[config.mk]
export PLATFORM = sky130hd
export DESIGN_NAME = axi_burst_split
export DESIGN_NICKNAME = d
export VERILOG_FILES = /design/src/rtl/axi_burst_split_pkg.sv /design/src/rtl/axi_burst_split_calc.sv /design/src/rtl/axi_burst_split.sv
export SDC_FILE = /design/constraint.sdc
export NUM_CORES = 1
export LEC_CHECK = 0
export ABC_AREA = 1
export CAP_MARGIN = 15
export CORE_ASPECT_RATIO = 0.75
export CORE_MARGIN = 1.5
export CORE_UTILIZATION = 34
export DETAILED_ROUTE_END_ITERATION = 8
export SETUP_SLACK_MARGIN = 0.3
export SYNTH_ARGS = -nofsm -noshare
export SYNTH_HDL_FRONTEND = slang
export SYNTH_SLANG_ARGS = --single-unit
[constraint.sdc]
create_clock -name clk -period 4.5 [get_ports clk]
set_input_delay 0.9 -clock clk [delete_from_list [all_inputs] [get_ports clk]]
set_output_delay 0.9 -clock clk [all_outputs]
set_load 0.01 [all_outputs]
[src/rtl/axi_burst_split_pkg.sv]
// Shared AXI address-channel constants and the burst splitter's state encoding.
package axi_burst_split_pkg;

    localparam int AXI_LEN_WIDTH           = 8;
    localparam int AXI_LEN_MAX_VALUE       = 256;
    localparam int AXI_FIXED_LEN_MAX_VALUE = 16;
    localparam int AXI_LEN_MAX_BYTES       = 4096;

    localparam logic [11:0] AXI_4K_BOUNDARY_MASK = 12'hFFF;

    typedef enum logic [1:0] {
        AXI_BURST_FIXED = 2'b00,
        AXI_BURST_INCR  = 2'b01,
        AXI_BURST_WRAP  = 2'b10,
        AXI_BURST_RSVD  = 2'b11
    } axi_burst_e;

    typedef enum logic [1:0] {
        IDLE  = 2'd0,
        CALC  = 2'd1,
        ISSUE = 2'd2
    } axi_burst_split_state_e;

endpackage

[src/rtl/axi_burst_split_calc.sv]
// Combinational beat count for the next burst: min of remaining beats, the
// configured cap, and the mode cap (4 KB boundary for INCR, 16 beats for FIXED).
module axi_burst_split_calc
    import axi_burst_split_pkg::*;
#(
    parameter int DW        = 32,
    parameter int BC_W      = 32,
    parameter int MAX_BEATS = 256
) (
    input  logic [BC_W-1:0]        remaining,
    input  logic [11:0]            addr_low,
    input  logic                   fixed,
    output logic [AXI_LEN_WIDTH:0] beats,
    output logic                   last
);

    localparam int SIZE = $clog2(DW / 8);
    localparam logic [AXI_LEN_WIDTH:0] MAX_CAP   = (AXI_LEN_WIDTH + 1)'(MAX_BEATS);
    localparam logic [AXI_LEN_WIDTH:0] FIXED_CAP = (AXI_LEN_WIDTH + 1)'(AXI_FIXED_LEN_MAX_VALUE);
    localparam logic [AXI_LEN_WIDTH:0] LEN_CAP   = (AXI_LEN_WIDTH + 1)'(AXI_LEN_MAX_VALUE);

    logic [12:0]            boundary_bytes;
    logic [12:0]            boundary_beats;
    logic [AXI_LEN_WIDTH:0] mode_cap;
    logic [AXI_LEN_WIDTH:0] limit;

    // An unaligned start close to the boundary can leave less than one full
    // beat before it; such a burst still issues a single beat so progress is made.
    always_comb begin
        boundary_bytes = 13'(AXI_LEN_MAX_BYTES) - {1'b0, addr_low & AXI_4K_BOUNDARY_MASK};
        boundary_beats = boundary_bytes >> SIZE;

        if (fixed) begin
            mode_cap = FIXED_CAP;
        end else if (boundary_beats > 13'(AXI_LEN_MAX_VALUE)) begin
            mode_cap = LEN_CAP;
        end else begin
            mode_cap = boundary_beats[AXI_LEN_WIDTH:0];
        end

        limit = (mode_cap < MAX_CAP) ? mode_cap : MAX_CAP;

        if (remaining < BC_W'(limit)) begin
            beats = remaining[AXI_LEN_WIDTH:0];
        end else begin
            beats = limit;
        end

        if (beats == '0 && remaining != '0) begin
            beats = (AXI_LEN_WIDTH + 1)'(1);
        end

        last = (BC_W'(beats) == remaining);
    end

endmodule

[src/rtl/axi_burst_split.sv]
// Splits a linear transfer request into AXI-legal AR/AW burst commands.
// Define AXI_BURST_SPLIT_ALIGN_CHECK_EN to reject unaligned requests with err.
module axi_burst_split
    import axi_burst_split_pkg::*;
#(
    parameter int AW        = 64,
    parameter int DW        = 32,
    parameter int BC_W      = 32,
    parameter int MAX_BEATS = 256
) (
    input  logic                     clk,
    input  logic                     rst_n,
    input  logic                     req_valid,
    output logic                     req_ready,
    input  logic [AW-1:0]            req_addr,
    input  logic [BC_W-1:0]          req_byte_cnt,
    input  logic                     req_fixed,
    output logic                     burst_valid,
    input  logic                     burst_ready,
    output logic [AW-1:0]            burst_addr,
    output logic [AXI_LEN_WIDTH-1:0] burst_len,
    output logic [2:0]               burst_size,
    output logic [1:0]               burst_type,
    output logic                     burst_last,
    output logic                     busy,
    output logic                     done,
    output logic                     err
);

    localparam int SIZE = $clog2(DW / 8);

    axi_burst_split_state_e state_q, state_d;

    logic [AW-1:0]          addr_q;
    logic [BC_W-1:0]        remaining_q;
    logic                   fixed_q;
    logic [AXI_LEN_WIDTH:0] beats_q;
    logic [AXI_LEN_WIDTH:0] calc_beats;
    logic                   calc_last;
    logic                   req_bad;
    logic                   req_skip;

`ifdef AXI_BURST_SPLIT_ALIGN_CHECK_EN
    logic err_q;

    assign req_bad = (req_addr[SIZE-1:0] != '0) || (req_byte_cnt[SIZE-1:0] != '0);
    assign err     = err_q;
`else
    assign req_bad = 1'b0;
    assign err     = 1'b0;
`endif

    assign req_skip    = req_bad || ((req_byte_cnt >> SIZE) == '0);
    assign req_ready   = (state_q == IDLE);
    assign busy        = (state_q != IDLE);
    assign burst_valid = (state_q == ISSUE);

    axi_burst_split_calc #(
        .DW        (DW),
        .BC_W      (BC_W),
        .MAX_BEATS (MAX_BEATS)
    ) u_calc (
        .remaining (remaining_q),
        .addr_low  (addr_q[11:0]),
        .fixed     (fixed_q),
        .beats     (calc_beats),
        .last      (calc_last)
    );

    always_ff @(posedge clk or negedge rst_n) begin
        if (!rst_n) begin
            state_q <= IDLE;
        end else begin
            state_q <= state_d;
        end
    end

    // A request with nothing to send (zero beats or rejected) arrives in CALC
    // with remaining cleared and falls straight back to IDLE.
    always_comb begin
        state_d = state_q;
        unique case (state_q)
            IDLE: begin
                if (req_valid) begin
                    state_d = CALC;
                end
            end
            CALC: begin
                state_d = (remaining_q == '0) ? IDLE : ISSUE;
            end
            ISSUE: begin
                if (burst_ready) begin
                    state_d = burst_last ? IDLE : CALC;
                end
            end
            default: begin
                state_d = IDLE;
            end
        endcase
    end

    always_ff @(posedge clk or negedge rst_n) begin
        if (!rst_n) begin
            addr_q      <= '0;
            remaining_q <= '0;
            fixed_q     <= 1'b0;
            beats_q     <= '0;
            burst_addr  <= '0;
            burst_len   <= '0;
            burst_size  <= '0;
            burst_type  <= '0;
            burst_last  <= 1'b0;
            done        <= 1'b0;
`ifdef AXI_BURST_SPLIT_ALIGN_CHECK_EN
            err_q       <= 1'b0;
`endif
        end else begin
            done <= 1'b0;
`ifdef AXI_BURST_SPLIT_ALIGN_CHECK_EN
            err_q <= 1'b0;
`endif
            unique case (state_q)
                IDLE: begin
                    if (req_valid) begin
                        addr_q      <= req_addr;
                        remaining_q <= req_bad ? '0 : (req_byte_cnt >> SIZE);
                        fixed_q     <= req_fixed;
                        done        <= req_skip;
`ifdef AXI_BURST_SPLIT_ALIGN_CHECK_EN
                        err_q       <= req_bad;
`endif
                    end
                end
                CALC: begin
                    if (remaining_q != '0) begin
                        burst_addr <= addr_q;
                        burst_len  <= AXI_LEN_WIDTH'(calc_beats - 1'b1);
                        burst_size <= 3'(SIZE);
                        burst_type <= fixed_q ? AXI_BURST_FIXED : AXI_BURST_INCR;
                        burst_last <= calc_last;
                        beats_q    <= calc_beats;
                    end
                end
                ISSUE: begin
                    // FIXED bursts all target the same address; INCR walks the full width.
                    if (burst_ready) begin
                        remaining_q <= remaining_q - BC_W'(beats_q);
                        if (!fixed_q) begin
                            addr_q <= addr_q + (AW'(beats_q) << SIZE);
                        end
                        done <= burst_last;
                    end
                end
                default: begin
                end
            endcase
        end
    end

endmodule
==> flow_summary.ini, run 1 <==
[outcome]
status = completed

[logic_synthesis]
syn-cell-area_um2 = 11500
synth-seq-cells = 184
synth_cells = 1558
synth_cell_types = 50
seq_area_frac_synth_pct = 40.2
syn_avg_cell_area_um2 = 7.35
yosysWarnings = 0

[placement]
io_buffers = 177
post-dp-hpwl_mm = 29.2
place_ws_ps = 397
place_area_um2 = 13700
routabilityCongestion = 0.904

[clock_tree]
clk_latency_ps = 450
numCtsBuffers = 17
clk_pin_slew_ps = 70
cts_tree = built
cts_max_path_buffers = 2
htreeDepth = 4
cts_root_buf = clkbuf_16
clock_sinks = 184
cts_hold_buf = 0

[die]
fp.dieW_um = 215
start_util_pct = 34.3
core_um2 = 33400
rows = 58
dieArea_um2 = 34800
ios = 184
die_h_um = 162

[worst_setup_path]
cp_data_required_time_ps = 4820
reg2reg_slack_ps = 620
worstRegToRegCells = 25
end_kind = flop
startpoint_type = flop
rr_startpoint = addr_q[1]
reg2reg_to = burst_len[6]
worstPathArrival_ps = 4200
path_max_fanout = 24
cp_slowest_cell = dfrtp_2
cpPeakStageDelay_ps = 470
critPathKind = flop to flop

[global_route]
antenna_found_initial = 0
grt_pass1_vias = 10476
grt_usage_pct = 22.0
grt_overflow = 0
grt_pass1_wl_mm = 60.0
grt_max_degree = 91

[sta]
timing.final.crit_period_ps = 3880
setup_viol = 0
layout_setup_ws_ps = 622
worst_pin_slew_ps = 971
fin_skew_ps = 9.69
finalHoldViolCount = 0
setup_tns_ps = 0
clock.fmax_mhz = 258
period_share_pct = 86.2
slew_headroom_pct = 34.7
slew_viol_final = 0
grt_setup_unrepaired = no

[pwr]
cellLeakagePower_nw = 6.19
vdd_drop_max_mv = 0.298
power.density_nw_per_um2 = 719

[route]
wl_mm = 38.2
dr.pass1.iters = 6
wire_per_inst_um = 17.5
drt_iter0_markers = 974
drc = 0
via_per_inst = 5.18
num_vias = 11288
ant_nets = 0

[run]
cap_violations = 0

[finish]
drive_above_1_share_pct = 6.71
final_nets = 1845
fin_util_pct = 43.2
layout-area-overhead-vs-synth_pct = 25.9
mostFrequentLayoutCell = nand2_1
layout_common_cells = 278 x nand2_1, 201 x o21ai_0, 198 x inv_1, 183 x dfrtp_1, 176 x clkdlybuf4s50_1
diodes = 0
stdcell_area_um2 = 14400

[min_path]
holdCritPathClass = input port to async pin
layer usage:
| layer | routed length [µm] | GRT usage (%) |
|---|---|---|
| met1 | 20000 | 35.1 |
| met2 | 14900 | 29.7 |
| met4 | 459 | 4.61 |
| met5 | 0 | 0 |
| met3 | 2820 | 4.59 |
synth_stat cells (all sizes together):
cell type / count / area share (%)
nand2: 297 / 10
o21ai: 215 / 9.4
inv: 205 / 6.7
dfrtp: 184 / 40
nor2: 173 / 6.1
nand3: 84 / 3.8
o22ai: 47 / 2.6
a21oi: 45 / 2.0
nor3: 44 / 2.2
clkbuf: 39 / 1.3
xor2: 39 / 3.0
o211ai: 36 / 2.4
nand4: 29 / 1.6
ha: 27 / 2.9
nor4: 27 / 1.6
buf: 24 / 1.1
or2: 9 / 0.49
xnor2: 6 / 0.46
a31oi: 5 / 0.27
and3: 3 / 0.16
o21a: 3 / 0.20
o31ai: 3 / 0.20
fa: 2 / 0.35
a211oi: 1 / 0.066
a21boi: 1 / 0.066
a21o: 1 / 0.066
a32oi: 1 / 0.076
clkinv: 1 / 0.033
conb: 1 / 0.033
nand3b: 1 / 0.066
o21bai: 1 / 0.066
o221ai: 1 / 0.076
o41ai: 1 / 0.076
or3: 1 / 0.055
or4: 1 / 0.066
through the flow:
stage | cells | hold WS, ps | total power [mW]
2_1_floorplan | 1561 | 467 | 6.63
3_3_place_gp | 2144 | 467 | 8.52
3_5_place_dp | 2144 | 459 | 8.62
4_1_cts | 2176 | 414 | 10.3
5_1_grt | 2178 | 426 | 11.3
6_report | 2178 | 391 | 10.4
cells by family after synthesis:
kind of cell	synth area share, %
simple gates	26.4
compound gates	17.4
buf+inv	9.17
flops	40.2
xor+xnor	3.44
fa+ha+maj	3.30
other cells	0.0327
how the worst max path moves through the flow:
stage                          from      endpoint  slack, ps  depth (start not counted)
after floorplan           addr_q[2]  burst_len[6]       1090                         27
after global placement    addr_q[1]  burst_len[6]        480                         27
after detailed placement  addr_q[1]  burst_len[6]        400                         25
after CTS                 addr_q[1]  burst_len[6]        360                         25
after global routing      addr_q[1]  burst_len[6]        370                         25
final                     addr_q[1]  burst_len[6]        620                         25
sequential cells by signal, indices dropped and copies added (netlist names):
name / cells
addr_q: 64
beats_q: 9
burst_addr: 64
burst_last: 1
burst_len: 8
burst_size: 1
burst_type: 1
done: 1
fixed_q: 1
remaining_q: 32
state_q: 2
area by class of cell:
| class | count | area, µm² |
|---|---|---|
| Inverter | 206 | 773 |
| Timing Repair Buffer | 198 | 1970 |
| Fill cell | 3435 | 19000 |
| Multi-Input combinational cell | 1108 | 5870 |
| Clock buffer | 19 | 453 |
| Sequential cell | 184 | 4610 |
| Clock inverter | 13 | 190 |
| Tap cell | 450 | 563 |
repair_timing:
action,4_1_cts,5_1_grt
setup buffers,0,2
endpoints found under the setup margin,0,4
resized for setup,0,10
worst max-delay path, delay by kind of cell, from the launching register on:
family                     cells  cell delay [ps]
and+or+nand+nor               15             1810
AOI/OAI and AO/OA              4              540
adders and majority gates      2              510
DFF                            1              470
buffers and inverters          3              230
xor gates and xnor gates       1              190
report_power, final:
group / switching [mW] / total, mW / internal, mW
combinational: 3.43 / 5.55 / 2.12
sequential: 0.686 / 3.13 / 2.44
clock: 0.726 / 1.69 / 0.969
Note: power is estimated with default switching activity, not from simulation.
==> run 2, diff against run 1 <==
--- a/config.mk
+++ b/config.mk
@@ -11,6 +11,7 @@
 export CORE_MARGIN = 1.5
 export CORE_UTILIZATION = 34
 export DETAILED_ROUTE_END_ITERATION = 8
+export PLACE_DENSITY_LB_ADDON = 0.08
 export SETUP_SLACK_MARGIN = 0.3
 export SYNTH_ARGS = -nofsm -noshare
 export SYNTH_HDL_FRONTEND = slang
==> constraint.sdc (replaced) <==
create_clock -name clk -period 3.75 [get_ports clk]
set_input_delay 0.75 -clock clk [delete_from_list [all_inputs] [get_ports clk]]
set_output_delay 0.75 -clock clk [all_outputs]
set_load 0.01 [all_outputs]
==> run 2 against run 1 <==
  * Core utilization is 1.9 points higher
  * Clock power is 16% higher
  * Power is 26% higher
  * First-iteration DRC count is 7.2% lower
  * Clock-buffer cell count stayed put
  * Critical path type unchanged
==> flow_summary.ini, run 2 (synthesized netlist as in run 1, its figures left out) <==
[placement]
place_area_um2 = 13900
routabilityCongestion = 0.908
io_buffers = 177
post-dp-hpwl_mm = 29.7

[sta]
fin_skew_ps = 14.2
worst_pin_slew_ps = 1050
clock.fmax_mhz = 291
slew_viol_final = 0
setup_viol = 0
period_share_pct = 91.5
grt_setup_unrepaired = yes
finalHoldViolCount = 0
slew_headroom_pct = 29.4
timing.final.crit_period_ps = 3430

[finish]
multi_input_area_um2 = 6120
fillers = 3463
final_nets = 1895
register_area_um2 = 4600
mostFrequentLayoutCell = nand2_1
fin_util_pct = 45.1
layout-area-overhead-vs-synth_pct = 31.4
layout_common_cells = 266 x nand2_1, 201 x o21ai_0, 194 x inv_1, 184 x dfrtp_1, 176 x clkdlybuf4s50_1
diodes = 0
stdcell_area_um2 = 15100
drive_above_1_share_pct = 11.4
top_regs = addr_q (64), burst_addr (64), remaining_q (32)

[worst_setup_path]
startpoint = addr_q[0]
critPathKind = flop to flop
reg2reg_slack_ps = 320
startpoint_type = flop
rr_startpoint = addr_q[0]
cp_data_required_time_ps = 4080
worstRegToRegCells = 24
end_kind = flop
worstPathArrival_ps = 3770
reg2reg_to = burst_len[6]
path_max_fanout = 5
crit_path_end = burst_len[6]

[clock_tree]
cts_hold_buf = 0
cts_tree = built
clock_sinks = 184
htreeDepth = 4
clk_latency_ps = 460
numCtsBuffers = 17
clk_pin_slew_ps = 70
cts_root_buf = clkbuf_16
cts_max_path_buffers = 2

[min_path]
holdCritPathClass = input port to async pin

[die]
ios = 184
fp.dieW_um = 215
die_h_um = 162
dieArea_um2 = 34800
core_um2 = 33400
start_util_pct = 34.3
rows = 58

[outcome]
status = completed

[route]
wire_per_inst_um = 18.1
via_per_inst = 5.15
dr.pass1.iters = 8
drc = 0
ant_nets = 0
num_vias = 11466
drt_iter0_markers = 904
wl_mm = 40.2

[pwr]
vdd_drop_max_mv = 0.365
p_switching_mw = 6.09
cellLeakagePower_nw = 6.46
power.density_nw_per_um2 = 869
p_seq_share_pct = 28.4
p_clk_share_pct = 15.0
p_int_mw = 6.99
sw_frac_of_total_pct = 46.6
pwr-share-comb_pct = 56.6

[global_route]
grt_usage_pct = 23.2
grt_pass1_vias = 10701
antenna_found_initial = 0
grt_max_degree = 124
grt_pass1_wl_mm = 62.5
grt_overflow = 0

[run]
cap_violations = 0
-- run 2: cell count changes in the layout (fill, tap and decap cells not counted), moves of 4 or more --
cell and change:
buf_4 +43, ha_4 +4, inv_1 -4, nand2_1 -12, nand2_2 +5, nand2_4 +7, nor2_1 -8, nor2_2 +6
-- run 2: worst min path at each step --
stage                   from             end  slack, ps  cells after the start
2_1_floorplan          rst_n       addr_q[0]        450                      0
3_3_place_gp   burst_size[1]   burst_size[1]        450                      1
3_5_place_dp   burst_size[1]   burst_size[1]        460                      1
4_1_cts                rst_n  burst_addr[46]        390                      1
5_1_grt                rst_n  burst_addr[43]        420                      1
6_report               rst_n  burst_addr[46]        350                      1
-- run 2: area by class of cell --
| class | count | area share, % |
|---|---|---|
| clock inverters | 13 | 1.09 |
| clock buffers | 19 | 3.01 |
| repair buffers | 246 | 15.8 |
| inverters | 206 | 5.15 |
| well taps | 450 | 3.74 |
| multi-input cells | 1110 | 40.6 |
| flip-flops and latches | 184 | 30.6 |
-- run 2: repair_timing --
action | in CTS | in global routing
resized for setup | 26 | 39
setup endpoints to repair | 7 | 17
pin swaps | 22 | 37
gates cloned | 2 | 0
setup buffers | 27 | 7
-- run 2: worst max-delay path: stages (launching register included) --
cell      delay [ps]
dfrtp_1          390
nor2_2           120
nand2_2          120
nor2_4           180
buf_4            130
xor2_1           180
nor2_2            80
inv_2             70
ha_4             200
a21oi_4          150
nor2_2            60
a211oi_2         210
nand2_4          120
nand2_8          120
nand3_1          140
nand2_4          100
nand2_2           60
nor2_4           130
nand3_4           90
nand2_4           80
inv_4             40
ha_4             170
nand4_1          100
xor2_1           180
o21ai_1           90
-- run 2: through the flow --
stage               instances  hold WS [ps]  power, mW  setup WS [ps]  setup TNS (ps)
floorplan                1561           454       7.95            336               0
global placement         2160           454       10.5           49.0               0
detailed placement       2160           459       10.6          -57.3           -57.3
CTS                      2221           393       12.9            254               0
global route             2228           418       14.2            132               0
finish                   2228           345       13.1            318               0
-- run 2: layer usage --
| layer | vias to the layer above | track usage, % | routed length (µm) |
|---|---|---|---|
| met5 | - | 0 | 0 |
| met4 | 0 | 4.20 | 379 |
| met3 | 27 | 4.55 | 2420 |
| met2 | 304 | 31.3 | 15700 |
| met1 | 5519 | 37.6 | 21700 |
| li1 | 5616 | - | - |
-- run 2: power groups by stage --
stage                     registers, mW  logic [mW]  clock network [mW]
after floorplan                    3.70        4.25                   0
after global placement             3.73        6.77                   0
after detailed placement           3.75        6.82                   0
after CTS                          3.71        7.16                2.01
after global routing               3.85        8.28                2.07
final                              3.72        7.41                1.96
